==> config.mk <==
export PLATFORM = sky130hd
export DESIGN_NAME = id_stage
export DESIGN_NICKNAME = d
export VERILOG_FILES = /design/src/rtl/id_stage.sv
export SDC_FILE = /design/constraint.sdc
export NUM_CORES = 2
export LEC_CHECK = 0
export BUFFER_PORTS_ARGS = -buffer_cell sky130_fd_sc_hd__buf_2
export CAP_MARGIN = 15
export CELL_PAD_IN_SITES_DETAIL_PLACEMENT = 0
export CELL_PAD_IN_SITES_GLOBAL_PLACEMENT = 2
export CORE_ASPECT_RATIO = 0.7
export CORE_MARGIN = 1.5
export CORE_UTILIZATION = 40
export CTS_BUF_LIST = sky130_fd_sc_hd__clkbuf_16
export DETAILED_ROUTE_END_ITERATION = 8
export HOLD_SLACK_MARGIN = 0.08
export MAX_ROUTING_LAYER = met4
export PLACE_DENSITY = 0.77
export SETUP_SLACK_MARGIN = 0.3
export SLEW_MARGIN = 20
export SYNTH_ARGS = -nofsm -noshare
export SYNTH_HDL_FRONTEND = slang
export SYNTH_SLANG_ARGS = --single-unit
==> constraint.sdc <==
create_clock -name clk -period 2 [get_ports clk]
set_clock_uncertainty 0.05 [all_clocks]
set_input_delay 0.2 -clock clk [delete_from_list [all_inputs] [get_ports clk]]
set_output_delay 0.2 -clock clk [all_outputs]
set_load 0.02 [all_outputs]
==> src/rtl/id_stage.sv <==
// Instruction-decode stage: 32x32 register file with write-through bypass, operand
// decode into the ID/EX latch, load-use hazard detection and sticky HALT tracking.
module id_stage (
    input  logic        clk,
    input  logic        rst_n,
    input  logic [31:0] IR_if,
    input  logic [31:0] NPC_if,
    input  logic        valid_if,
    input  logic        stall,
    input  logic        flush,
    input  logic        wb_en,
    input  logic [4:0]  wb_addr,
    input  logic [31:0] wb_data,
    output logic [31:0] A,
    output logic [31:0] B,
    output logic [31:0] Imm,
    output logic [31:0] NPC_id,
    output logic [31:0] IR_id,
    output logic        valid_id,
    output logic        hazard,
    output logic        halted
);

    localparam logic [5:0] OP_LW    = 6'b101000;
    localparam logic [5:0] OP_SW    = 6'b101001;
    localparam logic [5:0] OP_BEQZ  = 6'b110100;
    localparam logic [5:0] OP_BNEQZ = 6'b110101;
    localparam logic [5:0] OP_HALT  = 6'b111111;

    // Fetch-side instruction fields
    logic [5:0]  op_if;
    logic [4:0]  rs_if;
    logic [4:0]  rt_if;
    logic [15:0] imm_if;

    assign op_if  = IR_if[31:26];
    assign rs_if  = IR_if[25:21];
    assign rt_if  = IR_if[20:16];
    assign imm_if = IR_if[15:0];

    // Register file: flops rather than block RAM because reset must clear every entry
    logic [31:0] rf_q [32];

    always_ff @(posedge clk or negedge rst_n) begin
        if (!rst_n) begin
            for (int i = 0; i < 32; i++) begin
                rf_q[i] <= '0;
            end
        end else if (wb_en && (wb_addr != 5'd0)) begin
            rf_q[wb_addr] <= wb_data;
        end
    end

    logic        wb_live;
    logic [31:0] rs_val;
    logic [31:0] rt_val;

    assign wb_live = wb_en && (wb_addr != 5'd0);

    always_comb begin
        rs_val = rf_q[rs_if];
        rt_val = rf_q[rt_if];
        if (rs_if == 5'd0) begin
            rs_val = '0;
        end else if (wb_live && (wb_addr == rs_if)) begin
            rs_val = wb_data;
        end
        if (rt_if == 5'd0) begin
            rt_val = '0;
        end else if (wb_live && (wb_addr == rt_if)) begin
            rt_val = wb_data;
        end
    end

    // ID/EX latch
    logic [31:0] a_q, a_d;
    logic [31:0] b_q, b_d;
    logic [31:0] imm_q, imm_d;
    logic [31:0] npc_q, npc_d;
    logic [31:0] ir_q, ir_d;
    logic        valid_q, valid_d;
    logic        halted_q, halted_d;

    always_comb begin
        a_d      = a_q;
        b_d      = b_q;
        imm_d    = imm_q;
        npc_d    = npc_q;
        ir_d     = ir_q;
        valid_d  = valid_q;
        halted_d = halted_q;
        if (flush || (!stall && (halted_q || !valid_if))) begin
            a_d     = '0;
            b_d     = '0;
            imm_d   = '0;
            npc_d   = '0;
            ir_d    = '0;
            valid_d = 1'b0;
        end else if (!stall) begin
            a_d     = rs_val;
            b_d     = rt_val;
            imm_d   = {{16{imm_if[15]}}, imm_if};
            npc_d   = NPC_if;
            ir_d    = IR_if;
            valid_d = 1'b1;
            if (op_if == OP_HALT) begin
                halted_d = 1'b1;
            end
        end
    end

    always_ff @(posedge clk or negedge rst_n) begin
        if (!rst_n) begin
            a_q      <= '0;
            b_q      <= '0;
            imm_q    <= '0;
            npc_q    <= '0;
            ir_q     <= '0;
            valid_q  <= 1'b0;
            halted_q <= 1'b0;
        end else begin
            a_q      <= a_d;
            b_q      <= b_d;
            imm_q    <= imm_d;
            npc_q    <= npc_d;
            ir_q     <= ir_d;
            valid_q  <= valid_d;
            halted_q <= halted_d;
        end
    end

    // Load-use hazard: a consumer in fetch reads the register the latched LW is loading.
    // rt is only a source for register-register ALU ops, stores and branches.
    logic [4:0] rt_id;
    logic       id_is_lw;
    logic       if_rt_src;

    assign rt_id     = ir_q[20:16];
    assign id_is_lw  = (ir_q[31:26] == OP_LW);
    assign if_rt_src = (op_if[5:4] == 2'b00) || (op_if == OP_SW) ||
                       (op_if == OP_BEQZ) || (op_if == OP_BNEQZ);

    always_comb begin
        hazard = 1'b0;
        if (valid_q && id_is_lw && (rt_id != 5'd0) && valid_if) begin
            hazard = (rs_if == rt_id) || (if_rt_src && (rt_if == rt_id));
        end
    end

    assign A        = a_q;
    assign B        = b_q;
    assign Imm      = imm_q;
    assign NPC_id   = npc_q;
    assign IR_id    = ir_q;
    assign valid_id = valid_q;
    assign halted   = halted_q;

endmodule

==> results.json <==
{
  "rows": 118,
  "synth_top_family_by_area": "multiplexers",
  "dp_hpwl_microns": 146500,
  "clk_latency_ns": 0.77,
  "path_max_fanout": 2,
  "synth_area_leader_cell": "dfrtp_1",
  "design.die.area_sq_um": 152900,
  "run_status": "finished, violations left",
  "synthDistinctLibCells": 54,
  "synth.area.mux_share_pct": 38.92,
  "synth.area.top_cells": "dfrtp_1 (48%), mux2_2 (18%), mux4_2 (16%), mux2i_1 (4.5%), nand2_1 (1.8%)",
  "fin_area_sq_um": 74830,
  "min-delay-start": "IR_if[19]",
  "worst_pin_slew_ns": 0.8575,
  "postSynthAreaPerCell_sq_um": 13.89,
  "drc": 0,
  "boundaryPins": 270,
  "cts_root_buffer": "clkbuf_16",
  "place.gp.congestion": 0.8696,
  "end_kind": "output port",
  "drive_gt1_share_pct": 51.20,
  "cts.clk_slew.worst_paths_ns": 0.06,
  "p_leak_uw": 0.03329,
  "die_x_microns": 466.7,
  "yosysTopAreaCellShare_pct": 47.96,
  "fin_crit_sh_pct": 118.3,
  "via_per_inst": 6.204,
  "whs_path_depth": 5,
  "synth_fa_ha_area_share_pct": 0,
  "drtIter0Drc": 4477,
  "r2r-start": "halted$_DFFE_PN0P_",
  "drtAntennaViolNets": 0,
  "die_y_microns": 327.6,
  "r2r_cells": 8,
  "dr_total_vias": 43040,
  "instances_no_fill": 6938,
  "relSlewSlack_pct": 42.71,
  "fin_crit_ns": 2.367,
  "synthSimpleGateAreaFrac_pct": 4.455,
  "worstPathRequired_ns": 1.75,
  "fin_ws_ns": -0.3670,
  "wl_per_cell_microns": 32.60,
  "pre_cts_ws_ns": -0.3018,
  "grt_setup_unrepaired": "true",
  "max_freq_mhz": 422.5,
  "syn_inst": 4334,
  "cts_sinks": 1154,
  "critical_path_class": "reg -> out",
  "cp.arrival_ns": 2.12,
  "setup-tns-final_ns": -0.3670,
  "grt_pass1_vias": 43090,
  "cts_tree": "yes",
  "async_flop_share_pct": 100.0,
  "synth-edff-count": 0,
  "synthFlopType": "dfrtp_1",
  "fill_cells": 12560,
  "yosysWarnings": 0,
  "grt_usage_pct": 30.26,
  "grt_max_degree": 91,
  "h-tree-depth": 3,
  "r2r_slack_ns": 0.04,
  "setup_viol": 1,
  "first_pass_iters": 5,
  "syn2layout_area_growth_pct": 24.28,
  "syn_nets": 4441,
  "max-cap-violations": 0,
  "hold_end": "B[30]$_DFFE_PN0P_",
  "timing.rr.end": "A[14]$_DFFE_PN0P_",
  "grt_pass1_wl_microns": 324900,
  "p_per_area_nw_per_um2": 907.7,
  "place_inst": 6559,
  "synth_xor_area_share_pct": 0.2909,
  "drt-total-wl_microns": 226200,
  "start_util_pct": 40.50,
  "slowest_stage": "or4_1",
  "crit_chain": "or4_1 -> o211ai_1 -> a21oi_4 -> buf_6",
  "port_buffers": 269,
  "synth-seq-cells": 1154,
  "cts_buffer_depth": 3,
  "nNetsFinal": 4961,
  "ys_seq_area_share_pct": 47.96,
  "finalHoldViolCount": 0,
  "overflow": 0,
  "synth_compound_area_share_pct": 4.514,
  "slew_violations": 0,
  "antenna_found_initial": 3,
  "placed_area_sq_um": 68220,
  "violations": "setup timing",
  "slowest_delay_ns": 0.52,
  "core_sq_um": 148700,
  "syn_area_sq_um": 60210,
  "cts_buffers": 118,
  "peakVddDrop_v": 0.0007898,
  "hold_path_class": "in -> reg",
  "worstSetupStartpointType": "flop",
  "p_total_uw": 67920
}
[stage by stage]
stage,hold WS (ns),utilization (%)
floorplan,-0.1456,-
global placement,0.1149,45.88
detailed placement,0.1155,45.88
CTS,0.09411,50.06
global route,0.1317,50.33
finish,0.1412,50.33
[cell usage in the layout, fill, tap and decap left out, types with 10 or more instances in the layout]
cell | synthesis | routed
mux2i_1 | 270 | 265
dlygate4sd3_1 | 0 | 100
nand2_1 | 294 | 278
nor3_1 | 29 | 25
bufinv_16 | 0 | 16
buf_12 | 0 | 203
mux2_2 | 951 | 948
mux4_2 | 423 | 423
dfrtp_1 | 1154 | 1123
a22oi_2 | 0 | 23
inv_1 | 4 | 21
mux2_1 | 44 | 44
buf_4 | 65 | 302
a22oi_1 | 91 | 68
buf_6 | 7 | 59
o21ai_2 | 0 | 33
nand3_1 | 122 | 116
buf_2 | 98 | 215
dfrtp_2 | 0 | 31
clkbuf_16 | 0 | 127
o21ai_1 | 31 | 30
a31oi_1 | 25 | 25
nand2_4 | 0 | 12
clkinv_1 | 0 | 25
clkinv_2 | 0 | 26
nand4_1 | 68 | 68
xor2_1 | 14 | 14
nor2_4 | 0 | 20
a22o_1 | 63 | 63
o22ai_1 | 12 | 10
a32oi_1 | 53 | 52
nor2_1 | 47 | 27
a21oi_1 | 19 | 12
[report_power, final]
group / internal, uW / leakage (uW) / switching (uW)
clock network: 13000 / 0.00200 / 10000
logic: 8310 / 0.0164 / 5990
registers: 27400 / 0.0149 / 3170
[state kept, by name, indices dropped and copies added, names as in the netlist]
| register | cells |
|---|---|
| B | 32 |
| A | 32 |
| IR_id | 16 |
| NPC_id | 32 |
| rf_q | 1024 |
| Imm | 16 |
| halted | 1 |
| valid_id | 1 |
[worst max-delay path by stage]
stage	from	endpoint	slack (ns)	cells past startpoint
after floorplan	IR_if[21]	A[30]$_DFFE_PN0P_	0.10	7
after global placement	IR_if[16]	B[12]$_DFFE_PN0P_	-0.27	9
after detailed placement	IR_if[16]	B[10]$_DFFE_PN0P_	-0.30	8
after CTS	IR_id[17]$_DFFE_PN0P_	hazard	-0.45	4
after global routing	IR_id[17]$_DFFE_PN0P_	hazard	-0.43	4
final	IR_id[18]$_DFFE_PN0P_	hazard	-0.37	4
[cells by family after synthesis]
group / Yosys count
simple gates: 590
mux: 1688
buf+inv: 507
xor+xnor: 20
flops: 1154
compound gates: 375
[cells in the mapped netlist (63+ instances only)]
library cell  count
buf_1            81
mux2_2          951
buf_4            65
buf_2            98
mux2i_1         270
dfrtp_1        1154
clkbuf_1        252
a22o_1           63
nand4_1          68
nand2_1         294
nand3_1         122
mux4_2          423
a22oi_1          91
[routing by layer]
metal	up-vias	share of wire, %	track usage [%]
li1	17560	-	-
met1	23380	44	42.94
met2	1760	45	44.12
met3	352	7.9	6.633
met4	0	2.7	7.364
met5	-	0	-
[cell type report]
class,instances,area [sq um],share of cell area (%)
multi-input combinational,2673,29910,39.97
sequential,1154,28920,38.64
timing repair buffer,903,9559,12.77
clock buffer,122,3053,4.080
tap,1980,2477,3.311
clock inverter,99,887.1,1.186
inverter,4,20.02,0.02675
antenna,3,7.507,0.01003
[critical path, delay by kind of cell (launching register included)]
family	cells	cell delay [ns]
buffers and inverters	1	0.14
and+or+nand+nor	1	0.52
DFF	1	0.40
AOI/OAI and AO/OA	2	0.31
[what timing repair did]
item                                    in CTS  in global routing
pin swaps                                   64                 24
hold buffers                               101                  1
resized for setup                          266                 42
cloned                                       7                  7
buffers inserted                            33                  7
hold endpoints to repair                  2016                 15
endpoints found under the setup margin     179                177
Power figures use the tool's default switching activity.
